`config.mk`:
```
export PLATFORM = sky130hd
export DESIGN_NAME = tt_dpll_lock_ctrl
export DESIGN_NICKNAME = d
export VERILOG_FILES = /design/src/rtl/tt_dpll_lock_ctrl.sv
export SDC_FILE = /design/constraint.sdc
export NUM_CORES = 1
export LEC_CHECK = 0
export BUFFER_PORTS_ARGS = -buffer_cell sky130_fd_sc_hd__buf_4
export CAP_MARGIN = 5
export CORE_MARGIN = 4
export CORE_UTILIZATION = 51
export DETAILED_ROUTE_END_ITERATION = 6
export PLACE_DENSITY = 0.65
export SLEW_MARGIN = 10
export SYNTH_ARGS = -nofsm -noshare
export SYNTH_HDL_FRONTEND = slang
export SYNTH_SLANG_ARGS = --single-unit
```
`constraint.sdc`:
```
create_clock -name i_clk_ref -period 4.6 [get_ports i_clk_ref]
set_input_delay 0.46 -clock i_clk_ref [delete_from_list [all_inputs] [get_ports i_clk_ref]]
set_output_delay 0.46 -clock i_clk_ref [all_outputs]
set_load 0.02 [all_outputs]
```
`src/rtl/tt_dpll_lock_ctrl.sv`:
```
`default_nettype none
// ============================================================================
// Module   : tt_dpll_lock_ctrl
// Brief    : DPLL lock-acquisition sequencer; steps loop gain coarse->fine,
//            declares lock and restarts acquisition on lock loss or timeout.
// Revision : 1.0 - initial release
// ============================================================================
module tt_dpll_lock_ctrl #(
    parameter int LOCK_WIN   = 16,
    parameter int LOCK_TOL   = 2,
    parameter int UNLOCK_TOL = 4,
    parameter int LOCK_WINS  = 4,
    parameter int TIMEOUT    = 32
) (
    input  logic       i_clk_ref,
    input  logic       i_rst,
    input  logic       i_enable,
    input  logic       i_up,
    input  logic       i_down,
    output logic [1:0] o_gain_sel,
    output logic       o_hold,
    output logic       o_locked,
    output logic       o_timeout,
    output logic [2:0] o_state,
    output logic [3:0] o_relock_cnt
);

    localparam int CW = $clog2(LOCK_WIN + 1);
    localparam int SW = $clog2(LOCK_WINS + 1);
    localparam int TW = $clog2(TIMEOUT + 1);

    // Tolerances are clamped to the window length so they fit the count width.
    localparam int c_lock_tol_i   = (LOCK_TOL > LOCK_WIN) ? LOCK_WIN : LOCK_TOL;
    localparam int c_unlock_tol_i = (UNLOCK_TOL > LOCK_WIN) ? LOCK_WIN : UNLOCK_TOL;

    localparam logic [CW-1:0] c_win_last    = CW'(LOCK_WIN - 1);
    localparam logic [CW-1:0] c_lock_tol    = CW'(c_lock_tol_i);
    localparam logic [CW-1:0] c_unlock_tol  = CW'(c_unlock_tol_i);
    localparam logic [SW-1:0] c_streak_last = SW'(LOCK_WINS - 1);
    localparam logic [TW-1:0] c_tmo_last    = TW'(TIMEOUT - 1);

    typedef enum logic [2:0] {
        S_IDLE   = 3'd0,
        S_COARSE = 3'd1,
        S_MEDIUM = 3'd2,
        S_FINE   = 3'd3,
        S_LOCKED = 3'd4
    } state_t;

    state_t          r_state;
    state_t          w_state_nxt;
    logic [CW-1:0]   r_win_cnt;
    logic [CW-1:0]   r_up_cnt;
    logic [CW-1:0]   r_dn_cnt;
    logic [SW-1:0]   r_streak;
    logic [TW-1:0]   r_tmo_cnt;
    logic [1:0]      r_noisy;
    logic            r_timeout;
    logic [3:0]      r_relock_cnt;

    logic [CW-1:0]   w_up_tot;
    logic [CW-1:0]   w_dn_tot;
    logic [CW-1:0]   w_diff;
    logic            w_win_end;
    logic            w_quiet;
    logic            w_noisy_win;
    logic            w_advance;
    logic            w_tmo_hit;
    logic            w_unlock;
    logic            w_tmo_pulse;
    logic            w_relock_inc;
    logic            w_clear;

    // Window-end totals include the current cycle's detector pulses.
    assign w_up_tot    = r_up_cnt + {{(CW-1){1'b0}}, i_up};
    assign w_dn_tot    = r_dn_cnt + {{(CW-1){1'b0}}, i_down};
    assign w_diff      = (w_up_tot >= w_dn_tot) ? (w_up_tot - w_dn_tot)
                                                : (w_dn_tot - w_up_tot);
    assign w_win_end   = (r_win_cnt == c_win_last);
    assign w_quiet     = (w_diff <= c_lock_tol);
    assign w_noisy_win = (w_diff > c_unlock_tol);
    assign w_advance   = w_quiet && (r_streak == c_streak_last);
    assign w_tmo_hit   = (r_tmo_cnt == c_tmo_last);
    assign w_unlock    = w_noisy_win && (r_noisy == 2'd1);

    always_ff @(posedge i_clk_ref or posedge i_rst) begin
        if (i_rst) begin
            r_state <= S_IDLE;
        end else begin
            r_state <= w_state_nxt;
        end
    end

    always_comb begin
        w_state_nxt  = r_state;
        w_tmo_pulse  = 1'b0;
        w_relock_inc = 1'b0;
        if (!i_enable) begin
            w_state_nxt = S_IDLE;
        end else begin
            case (r_state)
                S_IDLE: w_state_nxt = S_COARSE;
                S_COARSE, S_MEDIUM, S_FINE: begin
                    if (w_win_end) begin
                        // An advance on the same window end beats a timeout.
                        if (w_advance) begin
                            if (r_state == S_COARSE)      w_state_nxt = S_MEDIUM;
                            else if (r_state == S_MEDIUM) w_state_nxt = S_FINE;
                            else                          w_state_nxt = S_LOCKED;
                        end else if (w_tmo_hit) begin
                            w_tmo_pulse = 1'b1;
                            w_state_nxt = S_COARSE;
                        end
                    end
                end
                S_LOCKED: begin
                    if (w_win_end && w_unlock) begin
                        w_state_nxt  = S_COARSE;
                        w_relock_inc = 1'b1;
                    end
                end
                default: w_state_nxt = S_IDLE;
            endcase
        end
    end

    // A COARSE timeout keeps the state but restarts everything like a change.
    assign w_clear = !i_enable || (w_state_nxt != r_state) || w_tmo_pulse;

    always_ff @(posedge i_clk_ref or posedge i_rst) begin
        if (i_rst) begin
            r_win_cnt <= '0;
            r_up_cnt  <= '0;
            r_dn_cnt  <= '0;
            r_streak  <= '0;
            r_tmo_cnt <= '0;
            r_noisy   <= 2'd0;
        end else if (w_clear) begin
            r_win_cnt <= '0;
            r_up_cnt  <= '0;
            r_dn_cnt  <= '0;
            r_streak  <= '0;
            r_tmo_cnt <= '0;
            r_noisy   <= 2'd0;
        end else if (w_win_end) begin
            r_win_cnt <= '0;
            r_up_cnt  <= '0;
            r_dn_cnt  <= '0;
            if (r_state == S_LOCKED) begin
                r_noisy <= w_noisy_win ? (r_noisy + 2'd1) : 2'd0;
            end else begin
                r_streak  <= w_quiet ? (r_streak + SW'(1)) : '0;
                r_tmo_cnt <= r_tmo_cnt + TW'(1);
            end
        end else begin
            r_win_cnt <= r_win_cnt + CW'(1);
            r_up_cnt  <= w_up_tot;
            r_dn_cnt  <= w_dn_tot;
        end
    end

    always_ff @(posedge i_clk_ref or posedge i_rst) begin
        if (i_rst) begin
            r_timeout    <= 1'b0;
            r_relock_cnt <= 4'd0;
        end else begin
            r_timeout <= w_tmo_pulse;
            if (w_relock_inc && (r_relock_cnt != 4'hF)) begin
                r_relock_cnt <= r_relock_cnt + 4'd1;
            end
        end
    end

    always_comb begin
        o_gain_sel = 2'd0;
        o_hold     = 1'b0;
        o_locked   = 1'b0;
        case (r_state)
            S_IDLE:   o_hold     = 1'b1;
            S_MEDIUM: o_gain_sel = 2'd1;
            S_FINE:   o_gain_sel = 2'd2;
            S_LOCKED: begin
                o_gain_sel = 2'd2;
                o_locked   = 1'b1;
            end
            default:  o_gain_sel = 2'd0;
        endcase
    end

    assign o_state      = r_state;
    assign o_timeout    = r_timeout;
    assign o_relock_cnt = r_relock_cnt;

endmodule
`default_nettype wire
```
==> impl_metrics.json <==
{
  "std_cell_rows": 24,
  "final_antenna_net_count": 0,
  "fin_total_pwr_uw": 703,
  "tritoncts": "done",
  "async_flop_share_pct": 100,
  "status": "completed",
  "grt.total_usage_pct": 17.5,
  "drc": 0,
  "antenna_cells": 0,
  "via_count": 1792,
  "seq_area_frac_synth_pct": 36.4,
  "syn_area_sq_um": 2340,
  "top_usage_layer": "met2",
  "layout_commonest_cell": "dfrtp_1",
  "utilization_pct": 59.9,
  "vias_per_cell": 5.78,
  "synth_edf_count": 0,
  "postCtsResizedCells": 0,
  "syn-num-nets": 262,
  "cts_max_level": 2,
  "slew_headroom_pct": 67.5,
  "whs_ns": 0.267,
  "post_synth.cell_area_avg_sq_um": 9.82,
  "areaGrowthSynthToFinish_pct": 12.4,
  "synth_warnings": 0,
  "avgRoutedWirePerCell_microns": 14.4,
  "overflow": 0,
  "grt_pass1_wl_microns": 7730,
  "die_w_microns": 75.7,
  "min_period_over_period_pct": 87.8,
  "ir_worst_vdd_v": 0.000219,
  "cp.arrival_ns": 4.21,
  "first_iter_violations": 116,
  "max_freq_mhz": 248,
  "clock_latency_ns": 0.28,
  "core-area_sq_um": 4380,
  "grt_max_degree": 35,
  "hold_buffers": 0,
  "crit_type": "reg2reg",
  "ys_types": 57,
  "rsz0062_at_grt": "no",
  "cts.sinks": 34,
  "skew_ns": 0.00877,
  "cts-root-buf": "clkbuf_8",
  "grt_use_met3_pct": 2.37,
  "hold_viol": 0,
  "cts_setup_buffers": 0,
  "yosys_register_bits": 34,
  "pin_count": 17,
  "place_ws_ns": 0.362,
  "setup_viol": 0,
  "grtUsageMet2_pct": 26.9,
  "fp.dieH_microns": 75.7,
  "synth_flop_cell": "dfrtp_1",
  "grt_pass1_vias": 1663,
  "nets": 281,
  "design_area_sq_um": 2630,
  "crit_path_end_kind": "register",
  "worstHoldPathType": "in2async",
  "cts_buffers": 5,
  "period_minus_slack_ns": 4.04,
  "clkTransAtPathRegs_ns": 0.07,
  "gp_congestion": 0.811,
  "drive_above_1_share_pct": 19.8,
  "cap_violations": 0,
  "die_area_sq_um": 5730,
  "finalNonFillerCells": 310,
  "finalSetupTns_ns": 0,
  "path_max_fanout": 26,
  "worst-endpoint-required_ns": 4.76,
  "powerDensity_nw_per_um2": 268,
  "grt_util_met1_pct": 25.5,
  "place_hpwl_microns": 3210,
  "routed_wl_microns": 4460,
  "max_slew.worst_pin.slew_ns": 0.485,
  "leakagePower_nw": 1.17,
  "setup_slack_ns": 0.560,
  "place_area_sq_um": 2530,
  "port_buffers": 16,
  "start_kind": "register",
  "layout_common_cells": "34 x dfrtp_1, 21 x nand2_1, 21 x nor3_1",
  "drtPass1Iterations": 4,
  "maxSlewViolCount": 0,
  "cts.path.max_buffers": 2,
  "start_util_pct": 53.3,
  "synth_cells": 238,
  "dp.cells": 302,
  "antenna_found_initial": 0
}
## registers in the layout, summed over array words and instances, names as in the netlist
register / flops
r_noisy: 2
o_timeout: 1
r_tmo_cnt: 6
r_win_cnt: 5
r_streak: 3
o_state: 3
r_dn_cnt: 5
o_relock_cnt: 4
r_up_cnt: 5
## where the power goes
| group | switching (mW) | internal (mW) |
|---|---|---|
| sequential | 0.00393 | 0.303 |
| clock | 0.100 | 0.121 |
| combinational | 0.102 | 0.0729 |
| total | 0.206 | 0.497 |
## logic make-up (layout without fill, tap and decap cells)
kind of cell | after synthesis | count (layout) | share of synthesized area (%)
buffers and inverters | 27 | 47 | 5.19
DFF | 34 | 34 | 36.4
and+or+nand+nor | 95 | 95 | 22.4
adders and majority gates | 20 | 20 | 11.2
xor gates and xnor gates | 19 | 19 | 8.24
AOI/OAI and AO/OA | 38 | 38 | 13.8
muxes | 5 | 5 | 2.73
## critical path, stage by stage (launching register included)
cell and delay (ns):
dfrtp_1 0.39, ha_1 0.22, xnor2_1 0.41, inv_1 0.16
fa_1 0.51, inv_1 0.08, a21oi_1 0.07, maj3_1 0.38
xnor2_1 0.14, nand2_1 0.12, o311ai_4 0.14, o311a_4 0.44
a311oi_2 0.31, a21oi_2 0.07, buf_12 0.17, nor4_1 0.28
## per-layer routing
metal	wire length (microns)	vias to the layer above	part of all wire (%)
met4	34	0	0.76
met2	2050	24	46
met5	0	-	0
met1	2260	873	51
li1	-	891	-
met3	116	4	2.6
## cells in the mapped netlist (all sizes together), types with 2 or more instances
cell	instances	area, sq um
nor4	11	100
nor2	13	48.8
a21oi	7	38.8
nand3	8	45.0
a22oi	3	22.5
fa	2	40.0
nand2	21	78.8
a221oi	2	17.5
inv	17	63.8
o21a	2	15.0
nand4	4	25.0
mux2i	4	52.6
clkbuf	5	18.8
nor3	21	105
dfrtp	34	851
o211ai	2	15.0
xnor2	10	106
nor2b	5	31.3
ha	17	213
buf	5	38.8
o21ai	5	25.0
xor2	9	86.3
or2	4	25.0
a41oi	3	26.3
## layout make-up
cell class | count | area, sq um
clock buffer | 7 | 86.3
clock inverter | 1 | 5.00
fill | 368 | 1760
inverter | 17 | 63.8
multi-input combinational | 177 | 1370
sequential | 34 | 851
tap | 52 | 65.1
timing repair buffer | 22 | 190
## path summary, 6_finish.rpt
check,end,slack [ns],startpoint,cells past startpoint
worst min register to register,r_win_cnt[0]$_DFF_PP0_,0.49,r_win_cnt[0]$_DFF_PP0_,1
worst max register to register,r_win_cnt[3]$_DFF_PP0_,0.56,r_dn_cnt[0]$_DFF_PP0_,15
min in group i_clk_ref,o_state[2]$_DFF_PP0_,0.47,i_enable,2
worst max-delay path,r_win_cnt[3]$_DFF_PP0_,0.56,r_dn_cnt[0]$_DFF_PP0_,15
max in group asynchronous,r_tmo_cnt[4]$_DFFE_PP0P_,4.02,i_rst,3
worst min-delay path,r_win_cnt[0]$_DFF_PP0_,0.27,i_rst,3
(Power assumes the default switching activity.)
